### config.mk
export PLATFORM = sky130hd
export DESIGN_NAME = alu_seq_flat
export DESIGN_NICKNAME = d
export VERILOG_FILES = /design/src/rtl/alu_pkg.sv /design/src/rtl/alu_seq_if.sv /design/src/rtl/muldiv_seq.sv /design/src/rtl/alu_seq.sv /design/src/flat_wrapper.sv
export SDC_FILE = /design/constraint.sdc
export NUM_CORES = 1
export LEC_CHECK = 0
export CAP_MARGIN = 0
export CORE_MARGIN = 5
export CORE_UTILIZATION = 50
export CTS_CLUSTER_SIZE = 16
export DETAILED_ROUTE_END_ITERATION = 7
export GPL_ROUTABILITY_DRIVEN = 0
export PLACE_DENSITY = 0.72
export SLEW_MARGIN = 20
export SYNTH_ARGS = -nofsm -noshare
export SYNTH_HDL_FRONTEND = slang
export SYNTH_SLANG_ARGS = --single-unit
### constraint.sdc
create_clock -name clk -period 3.8 [get_ports clk]
set_input_delay 0.95 -clock clk [delete_from_list [all_inputs] [get_ports clk]]
set_output_delay 0.95 -clock clk [all_outputs]
set_load 0.1 [all_outputs]
### src/rtl/alu_pkg.sv
// Shared encodings for the sequential ALU: operation codes and FSM states.
// Ports: none (package only).
package alu_pkg;

   typedef enum logic [1:0] {
      FUNC_ADD = 2'b00,
      FUNC_SUB = 2'b01,
      FUNC_MUL = 2'b10,
      FUNC_DIV = 2'b11
   } func_e;

   typedef enum logic [1:0] {
      IDLE,
      CALC,
      DONE
   } state_e;

endpackage

### src/rtl/alu_seq_if.sv
// Start/done request bus between the controller (master) and the ALU (slave).
// Signals: start, a, b, func (request); busy, done, out, ovf, dz (response).
interface alu_seq_if
   import alu_pkg::*;
#(
   parameter int width = 6
);

   logic               start;
   logic [width-1:0]   a;
   logic [width-1:0]   b;
   func_e              func;
   logic               busy;
   logic               done;
   logic [2*width-1:0] out;
   logic               ovf;
   logic               dz;

   modport master (
      output start, a, b, func,
      input  busy, done, out, ovf, dz
   );

   modport slave (
      input  start, a, b, func,
      output busy, done, out, ovf, dz
   );

endinterface

### src/rtl/muldiv_seq.sv
// Shared iterative datapath: shift-add multiply / restoring divide, 1 bit per cycle.
// Ports: clk, rst_n, init/mode/a/b (load), en (iterate), last, res (next result).
module muldiv_seq #(
   parameter int width = 6
) (
   input  logic               clk,
   input  logic               rst_n,
   input  logic               init,
   input  logic               en,
   input  logic               mode,
   input  logic [width-1:0]   a,
   input  logic [width-1:0]   b,
   output logic               last,
   output logic [2*width-1:0] res
);

   localparam int CW = $clog2(width + 1);

   // hi: upper product half / partial remainder
   // lo: multiplier (shifts out) / dividend->quotient
   logic [width-1:0] hi;
   logic [width-1:0] hi_n;
   logic [width-1:0] lo;
   logic [width-1:0] lo_n;
   logic [width-1:0] opnd;
   logic             md;
   logic [CW-1:0]    cnt;
   logic [width:0]   shl;
   logic [width:0]   sum;
   logic [width+1:0] x;
   logic [width+1:0] s;
   logic             qb;

   always_comb begin
      shl  = {hi, lo[width-1]};
      x    = md ? {1'b0, shl} : {2'b0, hi};
      s    = md ? x - {2'b0, opnd} : x + {2'b0, opnd};
      qb   = ~s[width+1];
      sum  = '0;
      hi_n = hi;
      lo_n = lo;
      res  = '0;
      if (md) begin
         // restore by keeping the shifted value when the trial goes negative;
         // a restored remainder is always below the divisor, so it fits width bits
         hi_n = qb ? s[width-1:0] : shl[width-1:0];
         lo_n = {lo[width-2:0], qb};
         res  = {lo_n, hi_n};
      end else begin
         sum  = lo[0] ? s[width:0] : {1'b0, hi};
         hi_n = sum[width:1];
         lo_n = {sum[0], lo[width-1:1]};
         res  = {hi_n, lo_n};
      end
   end

   assign last = en && (cnt == CW'(width - 1));

   always_ff @(posedge clk or negedge rst_n) begin
      if (!rst_n) begin
         hi   <= '0;
         lo   <= '0;
         opnd <= '0;
         md   <= 1'b0;
         cnt  <= '0;
      end else if (init) begin
         hi   <= '0;
         lo   <= mode ? a : b;
         opnd <= mode ? b : a;
         md   <= mode;
         cnt  <= '0;
      end else if (en) begin
         hi   <= hi_n;
         lo   <= lo_n;
         cnt  <= cnt + 1'b1;
      end
   end

endmodule

### src/rtl/alu_seq.sv
// Multi-cycle ALU: 1-cycle ADD/SUB, width-cycle MUL/DIV on a shared datapath.
// Ports: clk, rst_n, bus (alu_seq_if.slave: start/a/b/func -> busy/done/out/ovf/dz).
module alu_seq
   import alu_pkg::*;
#(
   parameter int width = 6
) (
   input logic       clk,
   input logic       rst_n,
   alu_seq_if.slave  bus
);

   state_e             state;
   state_e             state_n;
   logic               init;
   logic               en;
   logic               ld;
   logic               last;
   logic [2*width-1:0] md_res;
   logic [2*width-1:0] out_n;
   logic               ovf_n;
   logic               dz_n;
   logic [width:0]     add_r;
   logic [width:0]     sub_r;
   logic               busy_q;
   logic               done_q;
   logic [2*width-1:0] out_q;
   logic               ovf_q;
   logic               dz_q;

   muldiv_seq #(.width(width)) u_md (
      .clk   (clk),
      .rst_n (rst_n),
      .init  (init),
      .en    (en),
      .mode  (bus.func == FUNC_DIV),
      .a     (bus.a),
      .b     (bus.b),
      .last  (last),
      .res   (md_res)
   );

   // top bit is carry for ADD, borrow for SUB
   assign add_r = {1'b0, bus.a} + {1'b0, bus.b};
   assign sub_r = {1'b0, bus.a} - {1'b0, bus.b};

   always_comb begin
      state_n = state;
      init    = 1'b0;
      en      = 1'b0;
      ld      = 1'b0;
      out_n   = '0;
      ovf_n   = 1'b0;
      dz_n    = 1'b0;
      unique case (state)
         IDLE: begin
            if (bus.start) begin
               unique case (1'b1)
                  bus.func == FUNC_ADD: begin
                     ld      = 1'b1;
                     out_n   = {{width{1'b0}}, add_r[width-1:0]};
                     ovf_n   = add_r[width];
                     state_n = DONE;
                  end
                  bus.func == FUNC_SUB: begin
                     ld      = 1'b1;
                     out_n   = {{width{1'b0}}, sub_r[width-1:0]};
                     ovf_n   = sub_r[width];
                     state_n = DONE;
                  end
                  bus.func == FUNC_DIV && bus.b == '0: begin
                     ld      = 1'b1;
                     out_n   = {{width{1'b1}}, bus.a};
                     dz_n    = 1'b1;
                     state_n = DONE;
                  end
                  default: begin
                     init    = 1'b1;
                     state_n = CALC;
                  end
               endcase
            end
         end
         CALC: begin
            en = 1'b1;
            if (last) begin
               ld      = 1'b1;
               out_n   = md_res;
               state_n = DONE;
            end
         end
         DONE:    state_n = IDLE;
         default: state_n = IDLE;
      endcase
   end

   always_ff @(posedge clk or negedge rst_n) begin
      if (!rst_n) begin
         state  <= IDLE;
         busy_q <= 1'b0;
         done_q <= 1'b0;
         out_q  <= '0;
         ovf_q  <= 1'b0;
         dz_q   <= 1'b0;
      end else begin
         state  <= state_n;
         busy_q <= (state_n != IDLE);
         done_q <= (state_n == DONE);
         if (ld) begin
            out_q <= out_n;
            ovf_q <= ovf_n;
            dz_q  <= dz_n;
         end
      end
   end

   assign bus.busy = busy_q;
   assign bus.done = done_q;
   assign bus.out  = out_q;
   assign bus.ovf  = ovf_q;
   assign bus.dz   = dz_q;

endmodule

### src/flat_wrapper.sv
// flat-port wrapper written by rule: the top's interface ports become plain ports
module alu_seq_flat import alu_pkg::*;
#(
   parameter int width = 6
)
  (clk, rst_n, bus_start, bus_a, bus_b, bus_func, bus_busy, bus_done, bus_out, bus_ovf, bus_dz);
  alu_seq_if #(.width(width)) bus_i ();
  input logic clk;
  input logic rst_n;
  input wire logic [$bits(bus_i.start)-1:0] bus_start;
  input wire logic [$bits(bus_i.a)-1:0] bus_a;
  input wire logic [$bits(bus_i.b)-1:0] bus_b;
  input wire logic [$bits(bus_i.func)-1:0] bus_func;
  output wire logic [$bits(bus_i.busy)-1:0] bus_busy;
  output wire logic [$bits(bus_i.done)-1:0] bus_done;
  output wire logic [$bits(bus_i.out)-1:0] bus_out;
  output wire logic [$bits(bus_i.ovf)-1:0] bus_ovf;
  output wire logic [$bits(bus_i.dz)-1:0] bus_dz;
  assign bus_i.start = bus_start;
  assign bus_i.a = bus_a;
  assign bus_i.b = bus_b;
  assign bus_i.func = bus_func;
  assign bus_busy = bus_i.busy;
  assign bus_done = bus_i.done;
  assign bus_out = bus_i.out;
  assign bus_ovf = bus_i.ovf;
  assign bus_dz = bus_i.dz;
  alu_seq #(.width(width)) u_core (.clk(clk), .rst_n(rst_n), .bus(bus_i));
endmodule
==> results summary <==
The flow ran to the end, and the final reports show no timing, DRC or antenna violations. For this run, the leading register cell type out of synthesis is dfrtp_1. The upper clock frequency limit came out at 306 MHz.

The worst hold path terminates at u_core.bus.dz$_DFFE_PN0P_. The wire length reported by the detailed router is 8020 µm. The worst register-to-register path ends at u_core.bus.out[1]$_DFFE_PN0P_. The worst hold-check path type is reg2reg. The worst hold margin is between 0.4 and 0.5 ns. The worst-skew pair later-pin latency is roughly 0.30 ns. The library cell used as clock root buffer is clkbuf_8. The most frequent standard cell in the layout excluding fill and tap cells is dfrtp_1. The count of flip-flops with a built-in enable after synthesis is 0. The diode insertion count for antenna repair came out at 0.

The routed design could run at a clock period as short as 3.27 ns. The number of buffers inserted by post-CTS setup repair came out at 0. The post-detailed-route count of antenna-violating nets is 0. The die height came out at 89.6 µm.

The clock-pin slew of the registers on the worst-case setup and hold paths came out at 0.08 ns. 33 I/O pins were placed. After detailed routing, the number of remaining DRC violations is 0. The number of stages on the worst hold path came out at 1. The type of the setup path with the least slack is reg2reg. The async set or reset register ratio after synthesis came out at 100%. The post-synthesis instance total is 366. The number of pins exceeding their max-slew limit in the final report came out at 0. The number of gates resized after cts is 0. The number of global-route vias before repair is between 2000 and 3000. The maximum net fanout on the critical path came out at 21. The number of setup violations in the final report came out at 0. Global routing used 21.0% of the available tracks. The transition time of the tightest slew-check pin is approximately 0.99 ns. The row count came out at 29. The mean area per synthesized cell came out at around 8.6 µm². The starting density of the core came out at 50.7%. The number of buffers created by CTS is 5. The worst register-to-register path has a depth of 9.

The number of distinct library cells after synthesis came out at between 40 and 50. The pre-CTS worst setup slack came out at approximately 0.45 ns. The vias after detailed routing came out at 2781. Counting stages on the worst path, the most repeated cell is a21oi_1. The area of the die is ~8000 µm². After floorplanning, the core was sized to cover 6240 µm². The first-iteration detailed-routing DRC count came out at 283. The ratio of final minimum period to clock period came out at 86.0%. For this run the aggregate overflow at the end of global routing stands at 0.

Cells with a size suffix above 1 make up 6.17% of the layout. The maximum number of pins on one net before global-route repair came out at 41. The beginning of the worst register-to-register path is u_core.u_md.md$_DFFE_PN0P_. The highest-delay cell along the critical path is dfrtp_1.

The final layout net count came out at 429. The post-synth net total came out at 407. The worst setup path is captured at a flop. The slack of the worst reg-to-reg path is 0.53 ns. The post-synthesis instance area came out at 3160 µm².

The number of hold-repair buffers added at the cts stage is 0. The top cell types in the final layout, fill and taps aside, are dfrtp_1 (40), nor2_1 (33), clkdlybuf4s50_1 (31), a21oi_1 (26), nand2_1 (25). The wire length of the first global-routing pass is 13100 µm.

The critical path data arrival time is 3.45 ns. The maximum count of clock buffers along a single path is 2. The reported max-cap violation count came out at 0.

In this run the most critical hold path is launched from u_core.bus.dz$_DFFE_PN0P_. The number of warning messages in the yosys log is 0. Once routing completed, OpenROAD measured the worst setup slack at approximately 0.53 ns. The final HPWL from detailed placement came out at 5990 µm. The final routed wire length divided by cell count is 17.2 µm. Setup repair after global routing left no endpoint under its margin. Traced cell by cell, the critical path runs through buf_4 > mux2_2 > ha_1 > a21oi_1 > a21boi_1 > nor3_2 > mux2i_1 > a21oi_1 > a311o_1. The highest cell delay on the worst timing path came out at 0.57 ns. The critical path starts at u_core.u_md.md$_DFFE_PN0P_. The synthesis-to-finish area growth came out at 15.1%. The post-synthesis sequential element count is 40. The setup TNS after final layout is 0 ns.

The sequential area share after synthesis came out at between 30% and 40%. The horizontal extent of the die came out at slightly below 90 µm. The per-cell via count in the routed design came out at 5.97.

The number of detailed-route iterations in the first pass is 5. The worst slew margin relative to its limit came out at 33.9%. The CTS tree is yes. The number of clock sinks seen by CTS is 40. The worst path required time came out at 3.98 ns. The number of antenna violations at the first check in global routing is 0.

The worst setup skew after layout is 0.00937 ns. STA classifies the critical path startpoint as a flop. The clock tree synthesis step divided the H-tree into 2 levels. The final count of hold timing violations came out at 0. The count of buffers from port buffering came out at 32.
==> registers in the layout, indices dropped and copies added (netlist names) <==
signal	flops
u_core.bus.out	12
u_core.bus.ovf	1
u_core.u_md.opnd	6
u_core.state	2
u_core.u_md.lo	6
u_core.u_md.md	1
u_core.bus.busy	1
u_core.bus.dz	1
u_core.u_md.cnt	3
u_core.bus.done	1
u_core.u_md.hi	6
==> cells in the mapped netlist, types with 2 or more instances <==
master | number | area, µm²
dfrtp_1 | 40 | 1000
nor2_1 | 33 | 124
a21oi_1 | 26 | 130
nand2_1 | 25 | 93.8
o21ai_0 | 24 | 120
mux2i_1 | 23 | 230
ha_1 | 21 | 263
clkbuf_1 | 19 | 71.3
inv_1 | 19 | 71.3
nand3_1 | 11 | 55.1
xnor2_1 | 11 | 96.3
a211oi_1 | 10 | 75.1
nor2b_1 | 9 | 56.3
nor3_1 | 6 | 30.0
o31ai_1 | 6 | 45.0
a31oi_1 | 5 | 31.3
mux2_2 | 5 | 56.3
o21a_1 | 5 | 37.5
xor2_1 | 5 | 43.8
a211o_1 | 4 | 35.0
a21o_1 | 4 | 30.0
a22oi_1 | 4 | 30.0
and3_1 | 4 | 25.0
a221o_1 | 3 | 30.0
a32o_1 | 3 | 30.0
and2_1 | 3 | 18.8
fa_1 | 3 | 60.1
nand2b_1 | 3 | 18.8
o211ai_1 | 3 | 22.5
o21ai_1 | 3 | 15.0
o21bai_1 | 3 | 22.5
o221ai_1 | 3 | 26.3
a311o_1 | 2 | 20.0
buf_1 | 2 | 7.51
buf_6 | 2 | 22.5
nand4_1 | 2 | 12.5
o2111ai_1 | 2 | 17.5
==> per-stage QoR <==
stage                     area, µm²  instances  util [%]
after floorplan                3160        366         -
after global placement         3520        458      56.4
after detailed placement       3520        458      56.4
after CTS                      3640        466      58.3
after global routing           3640        466      58.3
final                          3640        466      58.3
==> layer usage <==
metal  vias up  routed length [µm]  share of wire [%]  global-route usage, %
met4         0                  39               0.49                   4.33
met1      1321                3830                 48                   30.6
met2        84                3730                 47                   33.6
li1       1372                   -                  -                      -
met5         -                   0                  0                      0
met3         4                 410                5.1                   2.58
==> layout make-up <==
type | count | area, µm²
Fill cell | 590 | 2600
Timing Repair Buffer | 38 | 360
Tap cell | 77 | 96.3
Inverter | 19 | 71.3
Clock buffer | 6 | 82.6
Multi-Input combinational cell | 284 | 1990
Clock inverter | 2 | 38.8
Sequential cell | 40 | 1000
==> critical path, delay by kind of cell (launching register included) <==
kind	cells	cell delay, ns
and+or+nand+nor	1	0.43
muxes	2	0.71
DFF	1	0.57
adders and majority gates	1	0.35
AOI/OAI and AO/OA	4	0.78
buffers and inverters	1	0.31
==> how the worst max path moves through the flow <==
stage / endpoint / depth (start not counted)
detailed placement: u_core.bus.out[5]$_DFFE_PN0P_ / 8
global placement: u_core.bus.out[4]$_DFFE_PN0P_ / 10
floorplan: u_core.bus.out[1]$_DFFE_PN0P_ / 11
global route: u_core.u_md.hi[4]$_DFFE_PN0P_ / 9
finish: u_core.bus.out[1]$_DFFE_PN0P_ / 9
CTS: u_core.u_md.hi[4]$_DFFE_PN0P_ / 9
==> cell families (layout without fill, tap and decap cells) <==
group / Yosys count / after routing / share of synthesized area, %
xor+xnor: 16 / 16 / 4.43
fa+ha+maj: 24 / 24 / 10.2
buf+inv: 42 / 65 / 5.46
mux: 28 / 28 / 9.05
compound gates: 114 / 114 / 23.9
simple gates: 102 / 102 / 15.3
flops: 40 / 40 / 31.6
Power is left out: the tool's default activity adds up to more than one toggle a clock period on the data nets, which glitch-free logic cannot reach.
